$ cat src/rtl/pool_pkg.sv
// Shared types and default sizing for the pooling window reader.
package pool_pkg;

  typedef enum logic [1:0] {
    IDLE  = 2'd0,
    READ  = 2'd1,
    DRAIN = 2'd2,
    OUT   = 2'd3
  } state_t;

  localparam int DATA_WIDTH_DEF = 16;
  localparam int REG_NUM_DEF    = 16;
  localparam int ADDR_WIDTH_DEF = 4;
  localparam int WIN_SIZE_DEF   = 4;
  localparam int WIN_LOG2       = $clog2(WIN_SIZE_DEF);

endpackage

$ cat src/rtl/pool_reduce.sv
// Window accumulator: signed max, or signed sum with arithmetic-shift average
// when built with POOL_AVG_EN.
module pool_reduce #(
  parameter int DATA_WIDTH = 16,
  parameter int WIN_LOG2   = 2
) (
  input  logic                  clk,
  input  logic                  rst,
  input  logic                  load,
  input  logic                  acc_en,
  input  logic                  mode,
  input  logic [DATA_WIDTH-1:0] din,
  output logic [DATA_WIDTH-1:0] result
);

`ifdef POOL_AVG_EN
  localparam bit AVG = 1'b1;
`else
  localparam bit AVG = 1'b0;
`endif
  // Sum mode needs log2(window) guard bits so the total cannot overflow.
  localparam int ACC_W = DATA_WIDTH + (AVG ? WIN_LOG2 : 0);

  logic signed [ACC_W-1:0] din_ext;
  logic signed [ACC_W-1:0] acc_p2;

  assign din_ext = ACC_W'($signed(din));

`ifdef POOL_AVG_EN
  function automatic logic [DATA_WIDTH-1:0] avg_trunc(input logic signed [ACC_W-1:0] sum);
    logic signed [ACC_W-1:0] shifted;
    shifted = sum >>> WIN_LOG2;
    return shifted[DATA_WIDTH-1:0];
  endfunction

  always_ff @(posedge clk or posedge rst) begin
    if (rst) begin
      acc_p2 <= '0;
    end else if (load) begin
      acc_p2 <= din_ext;
    end else if (acc_en) begin
      if (mode)
        acc_p2 <= acc_p2 + din_ext;
      else if (din_ext > acc_p2)
        acc_p2 <= din_ext;
    end
  end

  assign result = mode ? avg_trunc(acc_p2) : acc_p2[DATA_WIDTH-1:0];
`else
  logic unused_mode;
  assign unused_mode = mode;

  always_ff @(posedge clk or posedge rst) begin
    if (rst) begin
      acc_p2 <= '0;
    end else if (load) begin
      acc_p2 <= din_ext;
    end else if (acc_en && (din_ext > acc_p2)) begin
      acc_p2 <= din_ext;
    end
  end

  assign result = acc_p2[DATA_WIDTH-1:0];
`endif

endmodule

$ cat src/rtl/pool_window_reader.sv
// Walks a wrapping window of register addresses and reduces the returned data
// to one value on a valid/ready output. POOL_AVG_EN adds avg_sel (average mode).
module pool_window_reader
  import pool_pkg::*;
#(
  parameter int DATA_WIDTH = DATA_WIDTH_DEF,
  parameter int REG_NUM    = REG_NUM_DEF,
  parameter int ADDR_WIDTH = ADDR_WIDTH_DEF,
  parameter int WIN_SIZE   = WIN_SIZE_DEF
) (
  input  logic                  clk,
  input  logic                  rst,
  input  logic                  start,
`ifdef POOL_AVG_EN
  input  logic                  avg_sel,
`endif
  input  logic [ADDR_WIDTH-1:0] base_adrs,
  output logic [ADDR_WIDTH-1:0] rd_adrs,
  input  logic [DATA_WIDTH-1:0] rd_data,
  output logic [DATA_WIDTH-1:0] pool_out,
  output logic                  pool_valid,
  input  logic                  pool_ready,
  output logic                  busy,
  output logic                  done
);

  localparam int WLOG2 = $clog2(WIN_SIZE);
  localparam logic [ADDR_WIDTH-1:0] CNT_LAST = ADDR_WIDTH'(WIN_SIZE - 1);

  state_t                state_p0;
  logic [ADDR_WIDTH-1:0] base_p0;
  logic [ADDR_WIDTH-1:0] cnt_p0;
  logic                  mode_p0;
  logic                  vld_p1;
  logic                  load_p1;

  always_ff @(posedge clk or posedge rst) begin
    if (rst) begin
      state_p0   <= IDLE;
      base_p0    <= '0;
      cnt_p0     <= '0;
      mode_p0    <= 1'b0;
      vld_p1     <= 1'b0;
      load_p1    <= 1'b0;
      pool_valid <= 1'b0;
      done       <= 1'b0;
    end else begin
      // Stage p1: the register file answers one cycle after each READ address.
      vld_p1  <= (state_p0 == READ);
      load_p1 <= (state_p0 == READ) && (cnt_p0 == '0);
      done    <= 1'b0;
      case (state_p0)
        IDLE: begin
          if (start) begin
            base_p0  <= base_adrs;
            cnt_p0   <= '0;
`ifdef POOL_AVG_EN
            mode_p0  <= avg_sel;
`else
            mode_p0  <= 1'b0;
`endif
            state_p0 <= READ;
          end
        end
        READ: begin
          cnt_p0 <= cnt_p0 + 1'b1;
          if (cnt_p0 == CNT_LAST)
            state_p0 <= DRAIN;
        end
        DRAIN: begin
          state_p0   <= OUT;
          pool_valid <= 1'b1;
        end
        OUT: begin
          if (pool_ready) begin
            state_p0   <= IDLE;
            pool_valid <= 1'b0;
            done       <= 1'b1;
          end
        end
        default: state_p0 <= IDLE;
      endcase
    end
  end

  assign rd_adrs = (state_p0 == READ)
                   ? ADDR_WIDTH'((32'(base_p0) + 32'(cnt_p0)) % REG_NUM)
                   : '0;
  assign busy    = (state_p0 != IDLE);

  pool_reduce #(
    .DATA_WIDTH (DATA_WIDTH),
    .WIN_LOG2   (WLOG2)
  ) u_reduce (
    .clk    (clk),
    .rst    (rst),
    .load   (load_p1),
    .acc_en (vld_p1),
    .mode   (mode_p0),
    .din    (rd_data),
    .result (pool_out)
  );

endmodule

$ cat config.mk
export PLATFORM = sky130hd
export DESIGN_NAME = pool_window_reader
export DESIGN_NICKNAME = d
export VERILOG_FILES = /design/src/rtl/pool_pkg.sv /design/src/rtl/pool_reduce.sv /design/src/rtl/pool_window_reader.sv
export SDC_FILE = /design/constraint.sdc
export NUM_CORES = 1
export LEC_CHECK = 0
export ABC_CLOCK_PERIOD_IN_PS = 4150
export CAP_MARGIN = 25
export CORE_MARGIN = 2
export CORE_UTILIZATION = 53
export CTS_BUF_LIST = sky130_fd_sc_hd__clkbuf_16
export CTS_CLUSTER_SIZE = 28
export DETAILED_ROUTE_END_ITERATION = 8
export HOLD_SLACK_MARGIN = 0.05
export PLACE_DENSITY_LB_ADDON = 0.05
export SLEW_MARGIN = 40
export SYNTH_ARGS = -nofsm -noshare
export SYNTH_HDL_FRONTEND = slang
export SYNTH_SLANG_ARGS = --single-unit
$ cat constraint.sdc
create_clock -name clk -period 4.15 [get_ports clk]
set_input_delay 0.415 -clock clk [delete_from_list [all_inputs] [get_ports clk]]
set_output_delay 0.415 -clock clk [all_outputs]
set_load 0.02 [all_outputs]
==> out/qor.json, run 1 <==
{
  "drv_cap": 0,
  "met2_capacity_usage_during_global_routing": 0.368,
  "yosys.cell_types.count": 36,
  "synth-async-reset-ratio": 1.00,
  "worst_clock_skew_ns": 0.00508,
  "core_area_um2": 3390,
  "primary_flip_flop_cell_chosen_by_synthesis_mapping": "sky130_fd_sc_hd__dfrtp_1",
  "post_dp_hpwl_um": 2700,
  "area.sequential_um2": 751,
  "globalplace.congestion": 0.780,
  "diodes": 0,
  "synth_sequential_area_ratio": 0.398,
  "gr-total-overflow": 0,
  "start_util": 0.557,
  "layout-drive-gt1-share": 0.129,
  "peak_clock_frequency_supported_by_timing_mhz": 369,
  "report.power.total_w": 0.00208,
  "design_area_um2": 2520,
  "postSynthNetCount": 223,
  "vias": 1400,
  "timing.slew.headroom": 0.526,
  "power_switching_share": 0.386,
  "antenna_left": 0,
  "postSynthAreaPerCell_um2": 10.9,
  "nets": 274,
  "final_core_util": 0.743,
  "drt_first_iter_violations": 50,
  "multi_input_area_um2": 1010,
  "detail_route.first_pass.iterations": 4,
  "worst_setup_sp_type": "primary input",
  "tritoncts_clock_tree": "done",
  "finalMaxSlewViolations": 0,
  "crit_arrival_ns": 2.87,
  "report.final.hold_viol_count": 0,
  "clock-root-buffer": "sky130_fd_sc_hd__clkbuf_16",
  "cp.required_ns": 4.31,
  "global_route.usage.total": 0.207,
  "route.detailed.wl_per_inst_um": 13.6,
  "reg2reg_setup_slack_ns": 1.61,
  "grt_start_max_net_pins": 31,
  "fin_crit_sh": 0.653,
  "io_pins": 47,
  "cts.path.max_buffers": 2,
  "holdCritPathClass": "register to register",
  "grt_antenna_before_repair": 0,
  "cts_resized": 0,
  "totalWireLength_um": 3690,
  "floorplan.rows": 21,
  "post_cts_buffers": 0,
  "power_frac_comb": 0.572,
  "cts.reportedPaths.clkPinSlew_ns": 0.05,
  "rsz_0062_raised_after_global_routing": "no",
  "final_common_cell": "sky130_fd_sc_hd__clkdlybuf4s50_1",
  "critical_path_peak_fanout": 16,
  "cts_inserted_buffers": 5,
  "layout_setup_ws_ns": 1.44,
  "gr-max-usage-layer": "met2",
  "fin_crit_ns": 2.71,
  "power_report.internal_total_w": 0.00128,
  "route.detailed.drc": 0,
  "cts_num_sinks": 30,
  "p_switching_w": 0.000804,
  "groute.layer.met1.usage": 0.219,
  "max_slew.worst_pin.slew_ns": 0.712,
  "power_density_nw_per_um2": 826,
  "post_synth_inst_count": 173,
  "sequentialPowerShare": 0.266,
  "die_x_um": 63.7,
  "nFillCells": 230,
  "port_buffers": 46,
  "outcome": "completed",
  "first_global_vias": 1515,
  "detailedPlace.worstSlack_ns": 1.15,
  "cts_hold_buffers": 0,
  "use_met3": 0.0696,
  "grt_pass1_wl_um": 6460,
  "setup-violations-final": 0,
  "synth-edff-count": 0,
  "die_area_um2": 4060,
  "syn-cell-area_um2": 1890,
  "place_area_um2": 2380,
  "area_delta_synth_final_pct": 33.5,
  "cts-htree-levels": 2,
  "yosys_register_bits": 30,
  "maximum_vdd_drop_v": 0.000511,
  "chipHeight_um": 63.7,
  "via_per_inst": 5.17,
  "fin_tns_setup_ns": 0,
  "share_of_power_burned_in_the_clock_network": 0.162,
  "yosys_warnings": 0,
  "mostFrequentLayoutCells": "sky130_fd_sc_hd__clkdlybuf4s50_1, sky130_fd_sc_hd__dfrtp_1, sky130_fd_sc_hd__inv_1, sky130_fd_sc_hd__ha_1",
  "worstSetupEndpointType": "register",
  "total_leakage_power_nw": 1.22,
  "clkLatencyLatePin_ns": 0.28,
  "crit_path_class": "primary input to register"
}
## path summary, 6_finish.rpt
check                      cells after the start                            start                              to
max in group asynchronous                      2                              rst           cnt_p0[2]$_DFFE_PP0P_
hold reg to reg                                1           base_p0[0]$_DFFE_PP0P_          base_p0[0]$_DFFE_PP0P_
hold / removal                                 1           base_p0[0]$_DFFE_PP0P_          base_p0[0]$_DFFE_PP0P_
setup / recovery                               7                      rd_data[15]  u_reduce.result[9]$_DFFE_PP0P_
min in group asynchronous                      2                              rst  u_reduce.result[3]$_DFFE_PP0P_
setup reg to reg                               7  u_reduce.result[15]$_DFFE_PP0P_  u_reduce.result[9]$_DFFE_PP0P_
## cells by family after synthesis
kind of cell | count (synthesis) | synth area share
compound gates | 27 | 0.0981
xor+xnor | 3 | 0.0139
fa+ha+maj | 26 | 0.176
mux | 21 | 0.144
simple gates | 36 | 0.101
flops | 30 | 0.398
buf+inv | 30 | 0.0683
## critical path, cell delays in order
cell	delay [ns]
sky130_fd_sc_hd__clkdlybuf4s50_1	0.43
sky130_fd_sc_hd__ha_1	0.34
sky130_fd_sc_hd__nand4_2	0.13
sky130_fd_sc_hd__nor4_2	0.34
sky130_fd_sc_hd__a21boi_0	0.19
sky130_fd_sc_hd__o221ai_4	0.60
sky130_fd_sc_hd__mux2_2	0.41
## sequential cells by signal, indices dropped and copies added (netlist names)
name	flops
done	1
state_p0	2
pool_valid	1
load_p1	1
u_reduce.result	16
cnt_p0	4
vld_p1	1
base_p0	4
## metal layers
metal,wire length (um),share of wire
met3,160,0.043
met2,1940,0.53
met4,83,0.023
met1,1500,0.41
met5,0,0
## per-stage QoR
stage          hold WS, ns  instances
2_1_floorplan        0.486        173
3_3_place_gp         0.500        263
3_5_place_dp         0.508        263
4_1_cts              0.518        271
5_1_grt              0.525        271
6_report             0.515        271
## cells in the mapped netlist (2+ instances only)
cell type / number / area (um2)
sky130_fd_sc_hd__mux2_4: 10 / 150
sky130_fd_sc_hd__and3_1: 2 / 12.5
sky130_fd_sc_hd__nor2_1: 7 / 26.3
sky130_fd_sc_hd__a21oi_1: 8 / 40.0
sky130_fd_sc_hd__nand2b_1: 2 / 12.5
sky130_fd_sc_hd__o21ai_0: 8 / 40.0
sky130_fd_sc_hd__and2_1: 4 / 25.0
sky130_fd_sc_hd__nand3_1: 2 / 10.0
sky130_fd_sc_hd__mux2_2: 9 / 101
sky130_fd_sc_hd__inv_1: 28 / 105
sky130_fd_sc_hd__nand2_1: 10 / 37.5
sky130_fd_sc_hd__xnor2_1: 2 / 17.5
sky130_fd_sc_hd__ha_1: 25 / 313
sky130_fd_sc_hd__a21o_1: 2 / 15.0
sky130_fd_sc_hd__nor3_1: 2 / 10.0
sky130_fd_sc_hd__dfrtp_1: 30 / 751
sky130_fd_sc_hd__nand4_1: 3 / 18.8
## power groups by stage
stage	logic [W]	clock network, W	registers, W
after floorplan	0.000744	0	0.000641
after global placement	0.00116	0	0.000544
after detailed placement	0.00119	0	0.000557
after CTS	0.00120	0.000346	0.000553
after global routing	0.00131	0.000360	0.000571
final	0.00119	0.000338	0.000553
## final cells by class
type / count / area share
clock inverters: 3 / 0.00497
flip-flops and latches: 30 / 0.298
clock buffers: 5 / 0.0497
repair buffers: 46 / 0.183
inverters: 28 / 0.0417
multi-input cells: 113 / 0.400
well taps: 46 / 0.0228
Note: power is estimated with default switching activity, not from simulation.
==> run 2: changes to the inputs <==
--- a/config.mk
+++ b/config.mk
@@ -5,10 +5,10 @@
 export SDC_FILE = /design/constraint.sdc
 export NUM_CORES = 1
 export LEC_CHECK = 0
-export ABC_CLOCK_PERIOD_IN_PS = 4150
+export ABC_CLOCK_PERIOD_IN_PS = 2300
 export CAP_MARGIN = 25
 export CORE_MARGIN = 2
-export CORE_UTILIZATION = 53
+export CORE_UTILIZATION = 44
 export CTS_BUF_LIST = sky130_fd_sc_hd__clkbuf_16
 export CTS_CLUSTER_SIZE = 28
 export DETAILED_ROUTE_END_ITERATION = 8
==> constraint.sdc (replaced) <==
create_clock -name clk -period 2.3 [get_ports clk]
set_input_delay 0.23 -clock clk [delete_from_list [all_inputs] [get_ports clk]]
set_output_delay 0.23 -clock clk [all_outputs]
set_load 0.02 [all_outputs]
==> run 2 against run 1 <==
  * The run now ends with setup timing left
  * Worst hold slack got worse by 0.21 ns
  * Clock-buffer cell count unchanged
  * Sequential power increased by 83%
  * Sequential cell count unchanged
  * Design area increased by 13%
  * Register-to-register slack got worse by 1.7 ns
  * Wire length increased by 25%
  * Die area increased by 19%
  * Clock skew about the same
  * Largest cell class unchanged
==> out/qor.json, run 2 (synthesis gave the netlist of run 1 again) <==
{
  "outcome": "complete, but fails checks",
  "violations": "setup timing",
  "setup-violations-final": {"value": 16, "change": "+16"},
  "cts_inserted_buffers": {"value": 5, "change": "unchanged"},
  "mostFrequentLayoutCells": "sky130_fd_sc_hd__clkdlybuf4s50_1, sky130_fd_sc_hd__inv_1, sky130_fd_sc_hd__dfrtp_1, sky130_fd_sc_hd__buf_4, sky130_fd_sc_hd__ha_1",
  "r2r_cells": {"value": 9, "change": "+2"},
  "rsz_0062_raised_after_global_routing": "yes",
  "place_area": {"value": 2530, "unit": "um2", "change": "+6.4%"},
  "via_per_inst": {"value": 5.13, "change": "-0.74%"},
  "cts.path.max_buffers": {"value": 2, "change": "unchanged"},
  "crit_arrival": {"value": 2.59, "unit": "ns", "change": "-0.28 ns"},
  "drv_cap": {"value": 0, "change": "unchanged"},
  "fin_crit_ns": 2.43,
  "tritoncts_clock_tree": "done",
  "hold_path_end": "u_reduce.result[8]$_DFFE_PP0P_",
  "grt_pass1_wl": {"value": 7940, "unit": "um", "change": "+23%"},
  "multi_input_area": {"value": 1140, "unit": "um2", "change": "+14%"},
  "reg2reg_setup_slack": {"value": -0.12, "unit": "ns", "change": "-1.73 ns"},
  "fin_crit_sh": 1.06,
  "grt_antenna_before_repair": {"value": 0, "change": "unchanged"},
  "peak_clock_frequency_supported_by_timing_mhz": 411,
  "report.final.hold_viol_count": {"value": 0, "change": "unchanged"},
  "start_util": {"value": 0.465, "change": "-0.0917"},
  "worstSetupEndpointType": "register",
  "nets": {"value": 296, "change": "+8.0%"},
  "floorplan.rows": {"value": 23, "change": "+9.5%"},
  "vias": {"value": 1523, "change": "+8.8%"},
  "globalplace.congestion": {"value": 0.775, "change": "-0.70%"},
  "crit_path_class": "primary input to register",
  "gr-total-overflow": {"value": 0, "change": "unchanged"},
  "route.detailed.wl_per_inst": {"value": 15.5, "unit": "um", "change": "+14%"},
  "r2r-end": "u_reduce.result[5]$_DFFE_PP0P_",
  "timing.slew.headroom": {"value": 0.727, "change": "+0.201"},
  "final_core_util": {"value": 0.704, "change": "-0.0395"},
  "clock-root-buffer": "sky130_fd_sc_hd__clkbuf_16",
  "largest_register_ff_count": {"value": 16, "change": "unchanged"},
  "design_area": {"value": 2860, "unit": "um2", "change": "+13%"},
  "worst_r2r_startpoint": "u_reduce.result[4]$_DFFE_PP0P_",
  "die_x": {"value": 69.5, "unit": "um", "change": "+9.1%"},
  "area.sequential": {"value": 762, "unit": "um2", "change": "+1.5%"},
  "final_common_cell": "sky130_fd_sc_hd__clkdlybuf4s50_1",
  "die_area": {"value": 4830, "unit": "um2", "change": "+19%"},
  "cts.reportedPaths.clkPinSlew": {"value": 0.05, "unit": "ns", "change": "about the same"},
  "cts-htree-levels": {"value": 2, "change": "unchanged"},
  "finalMaxSlewViolations": {"value": 0, "change": "unchanged"},
  "drt_first_iter_violations": {"value": 57, "change": "+14%"},
  "max_slew.worst_pin.slew": {"value": 0.409, "unit": "ns", "change": "-0.302 ns"},
  "maximum_vdd_drop": {"value": 0.000765, "unit": "V", "change": "+50%"},
  "first_global_vias": {"value": 1672, "change": "+10%"},
  "detailedPlace.worstSlack": {"value": -0.372, "unit": "ns", "change": "-1.52 ns"},
  "cts_hold_buffers": {"value": 0, "change": "unchanged"},
  "chipHeight": {"value": 69.5, "unit": "um", "change": "+9.1%"},
  "worst_clock_skew": {"value": 0.00460, "unit": "ns", "change": "-0.000478 ns"},
  "diodes": {"value": 0, "change": "unchanged"},
  "nFillCells": {"value": 292, "change": "+27%"},
  "totalWireLength": {"value": 4610, "unit": "um", "change": "+25%"},
  "area_delta_synth_final_pct": 51.3,
  "critical_path_peak_fanout": {"value": 5, "change": "-11"},
  "cts_num_sinks": {"value": 30, "change": "unchanged"},
  "io_pins": {"value": 47, "change": "unchanged"},
  "core_area": {"value": 4060, "unit": "um2", "change": "+20%"},
  "worst_setup_sp_type": "primary input",
  "total_leakage_power": {"value": 1.39, "unit": "nW", "change": "+14%"},
  "layout-drive-gt1-share": {"value": 0.304, "change": "+0.175"},
  "antenna_left": {"value": 0, "change": "unchanged"},
  "port_buffers": {"value": 46, "change": "unchanged"},
  "post_dp_hpwl": {"value": 3180, "unit": "um", "change": "+18%"},
  "detail_route.first_pass.iterations": {"value": 4, "change": "unchanged"},
  "grt_start_max_net_pins": {"value": 31, "change": "unchanged"},
  "power_density": {"value": 1520, "unit": "nW/um2", "change": "+84%"},
  "cp.required": {"value": 2.46, "unit": "ns", "change": "-1.85 ns"},
  "route.detailed.drc": {"value": 0, "change": "unchanged"},
  "global_route.usage.total": {"value": 0.209, "change": "+0.00127"},
  "holdCritPathClass": "primary input to register",
  "layout_setup_ws": {"value": -0.133, "unit": "ns", "change": "-1.57 ns"},
  "min_delay_path_depth": {"value": 2, "change": "+1"},
  "clkLatencyLatePin": {"value": 0.28, "unit": "ns", "change": "about the same"},
  "hold_path.startpoint": "rd_data[8]"
}
-- run 2: timing repair --
item / in CTS / in global routing
pin swaps: 2 / 6
gates resized for setup: 29 / 6
setup buffers: 8 / 2
gates cloned: 1 / 0
hold endpoints to repair: 0 / 0
setup endpoints to repair: 19 / 17
-- run 2: final cells by class --
class	instances	share of cell area
clock inverters	3	0.00569
well taps	50	0.0219
inverters	28	0.0368
flip-flops and latches	30	0.267
multi-input cells	113	0.401
clock buffers	5	0.0438
repair buffers	68	0.224
-- run 2: where the power goes --
part / total [W] / switching [W] / internal (W)
clock network: 0.000622 / 0.000228 / 0.000394
logic: 0.00272 / 0.00124 / 0.00148
registers: 0.00101 / 0.000200 / 0.000806
total: 0.00434 / 0.00167 / 0.00268
-- run 2: through the flow --
stage	std cells	total power, W	setup TNS [ns]	hold slack (ns)
finish	297	0.00434	-1.88	0.300
global placement	280	0.00330	-4.58	0.502
detailed placement	280	0.00342	-5.72	0.513
global route	297	0.00468	-3.15	0.318
CTS	297	0.00447	-0.907	0.361
floorplan	173	0.00253	-0.0306	0.320
-- run 2: worst max path at each step --
stage	start	end	cells after the start
floorplan	u_reduce.result[8]$_DFFE_PP0P_	u_reduce.result[15]$_DFFE_PP0P_	9
global placement	rd_data[9]	u_reduce.result[0]$_DFFE_PP0P_	9
detailed placement	rd_data[5]	u_reduce.result[12]$_DFFE_PP0P_	9
CTS	u_reduce.result[13]$_DFFE_PP0P_	u_reduce.result[3]$_DFFE_PP0P_	10
global route	u_reduce.result[9]$_DFFE_PP0P_	u_reduce.result[0]$_DFFE_PP0P_	9
finish	rd_data[4]	u_reduce.result[5]$_DFFE_PP0P_	9
-- run 2: worst max-delay path: stages --
cell,delay [ns]
sky130_fd_sc_hd__clkdlybuf4s50_1,0.44
sky130_fd_sc_hd__ha_1,0.31
sky130_fd_sc_hd__nand4_1,0.14
sky130_fd_sc_hd__nor4_4,0.36
sky130_fd_sc_hd__o21ai_2,0.11
sky130_fd_sc_hd__a311o_1,0.40
sky130_fd_sc_hd__o221ai_4,0.11
sky130_fd_sc_hd__buf_6,0.19
sky130_fd_sc_hd__mux2_4,0.30
-- run 2: layer usage --
metal / vias to the layer above / track usage / share of wire
met5: - / 0 / 0
met4: 0 / 0.0675 / 0.016
met3: 8 / 0.0654 / 0.049
met2: 42 / 0.388 / 0.54
met1: 737 / 0.222 / 0.40
li1: 736 / - / -
==> run 3: changes to the inputs <==
--- a/config.mk
+++ b/config.mk
@@ -5,15 +5,14 @@
 export SDC_FILE = /design/constraint.sdc
 export NUM_CORES = 1
 export LEC_CHECK = 0
-export ABC_CLOCK_PERIOD_IN_PS = 2300
-export CAP_MARGIN = 25
+export CAP_MARGIN = 10
 export CORE_MARGIN = 2
 export CORE_UTILIZATION = 44
 export CTS_BUF_LIST = sky130_fd_sc_hd__clkbuf_16
 export CTS_CLUSTER_SIZE = 28
 export DETAILED_ROUTE_END_ITERATION = 8
 export HOLD_SLACK_MARGIN = 0.05
-export PLACE_DENSITY_LB_ADDON = 0.05
+export PLACE_DENSITY_LB_ADDON = 0.2
 export SLEW_MARGIN = 40
 export SYNTH_ARGS = -nofsm -noshare
 export SYNTH_HDL_FRONTEND = slang
==> run 3 against run 2 <==
  * The run still ends with setup timing left
  * Critical endpoint is now u_reduce.result[3]$_DFFE_PP0P_
  * Wire length shrank 5.1%
  * Critical path type is now register to register
  * Combinational power hardly changed
  * Via count is 1.1% higher
  * Utilization down 1.4 points
  * Worst setup slack better by 0.056 ns
  * Sequential cell count unchanged
==> out/qor.json, run 3 (synthesis gave the netlist of run 1 again) <==
{
  "route.detailed.wl_per_inst": {"value": 14.9, "unit": "um", "change": "-3.8%"},
  "power_switching_share": {"value": 0.380, "change": "-0.00356"},
  "nets": {"value": 292, "change": "-1.4%"},
  "globalplace.congestion": {"value": 0.783, "change": "+1.0%"},
  "die_area": {"value": 4830, "unit": "um2", "change": "unchanged"},
  "core_area": {"value": 4060, "unit": "um2", "change": "unchanged"},
  "worst_setup_sp_type": "register",
  "holdCritPathClass": "primary input to async pin",
  "io_pins": {"value": 47, "change": "unchanged"},
  "clock-root-buffer": "sky130_fd_sc_hd__clkbuf_16",
  "cts-htree-levels": {"value": 2, "change": "unchanged"},
  "floorplan.rows": {"value": 23, "change": "unchanged"},
  "grt_pass1_wl": {"value": 7540, "unit": "um", "change": "-5.0%"},
  "outcome": "complete, but fails checks",
  "totalWireLength": {"value": 4380, "unit": "um", "change": "-5.1%"},
  "design_area": {"value": 2800, "unit": "um2", "change": "-2.0%"},
  "crit_arrival": {"value": 2.53, "unit": "ns", "change": "-0.06 ns"},
  "first_global_vias": {"value": 1630, "change": "-2.5%"},
  "vias": {"value": 1539, "change": "+1.1%"},
  "post_dp_hpwl": {"value": 3240, "unit": "um", "change": "+1.7%"},
  "detail_route.first_pass.iterations": {"value": 4, "change": "unchanged"},
  "chipHeight": {"value": 69.5, "unit": "um", "change": "unchanged"},
  "final_common_cell": "sky130_fd_sc_hd__clkdlybuf4s50_1",
  "area_delta_synth_final_pct": 48.2,
  "gr-total-overflow": {"value": 0, "change": "unchanged"},
  "cts.path.max_buffers": {"value": 2, "change": "unchanged"},
  "antenna_left": {"value": 0, "change": "unchanged"},
  "cts.reportedPaths.clkPinSlew": {"value": 0.05, "unit": "ns", "change": "about the same"},
  "place_area": {"value": 2530, "unit": "um2", "change": "unchanged"},
  "power_frac_comb": {"value": 0.625, "change": "about the same"},
  "use_met3": {"value": 0.0451, "change": "-0.0203"},
  "clkLatencyLatePin": {"value": 0.28, "unit": "ns", "change": "about the same"},
  "fin_crit_sh": {"value": 1.03, "change": "-0.0245"},
  "share_of_power_burned_in_the_clock_network": {"value": 0.142, "change": "about the same"},
  "finalMaxSlewViolations": {"value": 0, "change": "unchanged"},
  "port_buffers": {"value": 46, "change": "unchanged"},
  "rsz_0062_raised_after_global_routing": "yes",
  "drv_cap": {"value": 0, "change": "unchanged"},
  "power_density": {"value": 1550, "unit": "nW/um2", "change": "+1.8%"},
  "setup-violations-final": {"value": 16, "change": "unchanged"},
  "worst_clock_skew": {"value": 0.00379, "unit": "ns", "change": "-0.000811 ns"},
  "r2r-end": "u_reduce.result[3]$_DFFE_PP0P_",
  "reg2reg_setup_slack": {"value": -0.08, "unit": "ns", "change": "+0.04 ns"},
  "grt_antenna_before_repair": {"value": 0, "change": "unchanged"},
  "r2r_cells": {"value": 9, "change": "unchanged"},
  "fin_crit": {"value": 2.38, "unit": "ns", "change": "-0.0563 ns"},
  "grt_start_max_net_pins": {"value": 31, "change": "unchanged"},
  "power_report.internal_total": {"value": 0.00269, "unit": "W", "change": "+0.34%"},
  "gr-max-usage-layer": "met2",
  "violations": "setup timing",
  "timing.slew.headroom": {"value": 0.712, "change": "-0.0155"},
  "timing.hold.ws": {"value": 0.339, "unit": "ns", "change": "+0.0393 ns"},
  "critical_path_peak_fanout": {"value": 7, "change": "+2"},
  "cts_hold_buffers": {"value": 0, "change": "unchanged"},
  "layout_setup_ws": {"value": -0.0765, "unit": "ns", "change": "+0.0563 ns"},
  "global_route.usage.total": {"value": 0.196, "change": "-0.0124"},
  "peak_clock_frequency_supported_by_timing": {"value": 421, "unit": "MHz", "change": "+2.4%"},
  "groute.layer.met1.usage": {"value": 0.234, "change": "+0.0116"},
  "crit_path_class": "register to register",
  "tritoncts_clock_tree": "done",
  "diodes": {"value": 0, "change": "unchanged"},
  "largest_register_ff_count": {"value": 16, "change": "unchanged"},
  "cp.required": {"value": 2.46, "unit": "ns", "change": "about the same"},
  "maximum_vdd_drop": {"value": 0.000664, "unit": "V", "change": "-13%"},
  "via_per_inst": {"value": 5.25, "change": "+2.4%"},
  "report.final.hold_viol_count": {"value": 0, "change": "unchanged"},
  "sequentialPowerShare": {"value": 0.233, "change": "about the same"},
  "route.detailed.drc": {"value": 0, "change": "unchanged"},
  "worstSetupEndpointType": "register",
  "max_slew.worst_pin.slew": {"value": 0.429, "unit": "ns", "change": "+0.0194 ns"},
  "met2_capacity_usage_during_global_routing": {"value": 0.344, "change": "-0.0438"},
  "p_switching": {"value": 0.00165, "unit": "W", "change": "-1.2%"},
  "worst_r2r_startpoint": "u_reduce.result[15]$_DFFE_PP0P_",
  "start_util": {"value": 0.465, "change": "unchanged"},
  "total_leakage_power": {"value": 1.35, "unit": "nW", "change": "-3.0%"},
  "cts_num_sinks": {"value": 30, "change": "unchanged"},
  "layout-drive-gt1-share": {"value": 0.280, "change": "-0.0238"},
  "mostFrequentLayoutCells": "sky130_fd_sc_hd__clkdlybuf4s50_1, sky130_fd_sc_hd__inv_1, sky130_fd_sc_hd__dfrtp_1, sky130_fd_sc_hd__ha_1",
  "cts_inserted_buffers": {"value": 5, "change": "unchanged"},
  "die_x": {"value": 69.5, "unit": "um", "change": "unchanged"},
  "drt_first_iter_violations": {"value": 78, "change": "+37%"}
}
-- run 3: cell types whose count changed in the layout (fill, tap and decap cells not counted), sizes merged --
cell / before / now
buf: 22 / 18
clkinvlp: 1 / 0
clkdlybuf4s50: 36 / 39
dlymetal6s2s: 2 / 0
dlygate4sd2: 8 / 7
clkinv: 2 / 3
-- run 3: how the worst max path moves through the flow --
stage | slack, ns | start | to
after CTS | -0.07 | u_reduce.result[14]$_DFFE_PP0P_ | u_reduce.result[3]$_DFFE_PP0P_
after global placement | -0.30 | rd_data[9] | u_reduce.result[5]$_DFFE_PP0P_
after detailed placement | -0.42 | rd_data[5] | u_reduce.result[5]$_DFFE_PP0P_
after global routing | -0.17 | u_reduce.result[14]$_DFFE_PP0P_ | u_reduce.result[9]$_DFFE_PP0P_
final | -0.08 | u_reduce.result[15]$_DFFE_PP0P_ | u_reduce.result[3]$_DFFE_PP0P_
after floorplan | -0.004 | u_reduce.result[8]$_DFFE_PP0P_ | u_reduce.result[15]$_DFFE_PP0P_
-- run 3: metrics by stage --
stage | std cells | util | setup WS (ns) | setup TNS [ns] | total power, W
finish | 293 | 0.690 | -0.0765 | -0.928 | 0.00433
detailed placement | 280 | 0.624 | -0.419 | -6.36 | 0.00348
global placement | 280 | 0.624 | -0.304 | -4.63 | 0.00336
floorplan | 173 | - | -0.00386 | -0.0306 | 0.00253
CTS | 293 | 0.688 | -0.0730 | -0.909 | 0.00434
global route | 293 | 0.690 | -0.166 | -2.36 | 0.00464
-- run 3: metal layers --
metal / share of wire / wire [um] / vias to the layer above
met5: 0 / 0 / -
met2: 0.53 / 2300 / 28
li1: - / - / 729
met4: 0.016 / 69 / 0
met1: 0.42 / 1860 / 775
met3: 0.034 / 150 / 7
-- run 3: repair_timing --
| item | CTS | global route |
|---|---|---|
| setup endpoints to repair | 19 | 17 |
| pin swaps | 6 | 1 |
| resized for setup | 23 | 3 |
| setup buffers | 5 | 0 |
-- run 3: final cells by class --
type	count	area, um2
clock buffer	5	125
multi-input combinational	113	1120
sequential	30	762
clock inverter	3	11.3
inverter	28	105
fill	287	1260
tap	50	62.6
timing repair buffer	64	616
-- run 3: power groups by stage --
stage / Combinational, W / Clock (W) / Sequential [W]
finish: 0.00271 / 0.000617 / 0.00101
global placement: 0.00236 / 0 / 0.000996
CTS: 0.00270 / 0.000634 / 0.00101
detailed placement: 0.00246 / 0 / 0.00102
global route: 0.00295 / 0.000649 / 0.00104
floorplan: 0.00135 / 0 / 0.00118
-- run 3: worst max-delay path: stages (launching register included) --
cell,delay (ns)
sky130_fd_sc_hd__dfrtp_2,0.37
sky130_fd_sc_hd__inv_2,0.05
sky130_fd_sc_hd__ha_4,0.28
sky130_fd_sc_hd__nand4_4,0.12
sky130_fd_sc_hd__nor4_4,0.30
sky130_fd_sc_hd__o21ai_1,0.12
sky130_fd_sc_hd__a311o_1,0.40
sky130_fd_sc_hd__o221ai_4,0.13
sky130_fd_sc_hd__buf_12,0.18
sky130_fd_sc_hd__mux2_4,0.30
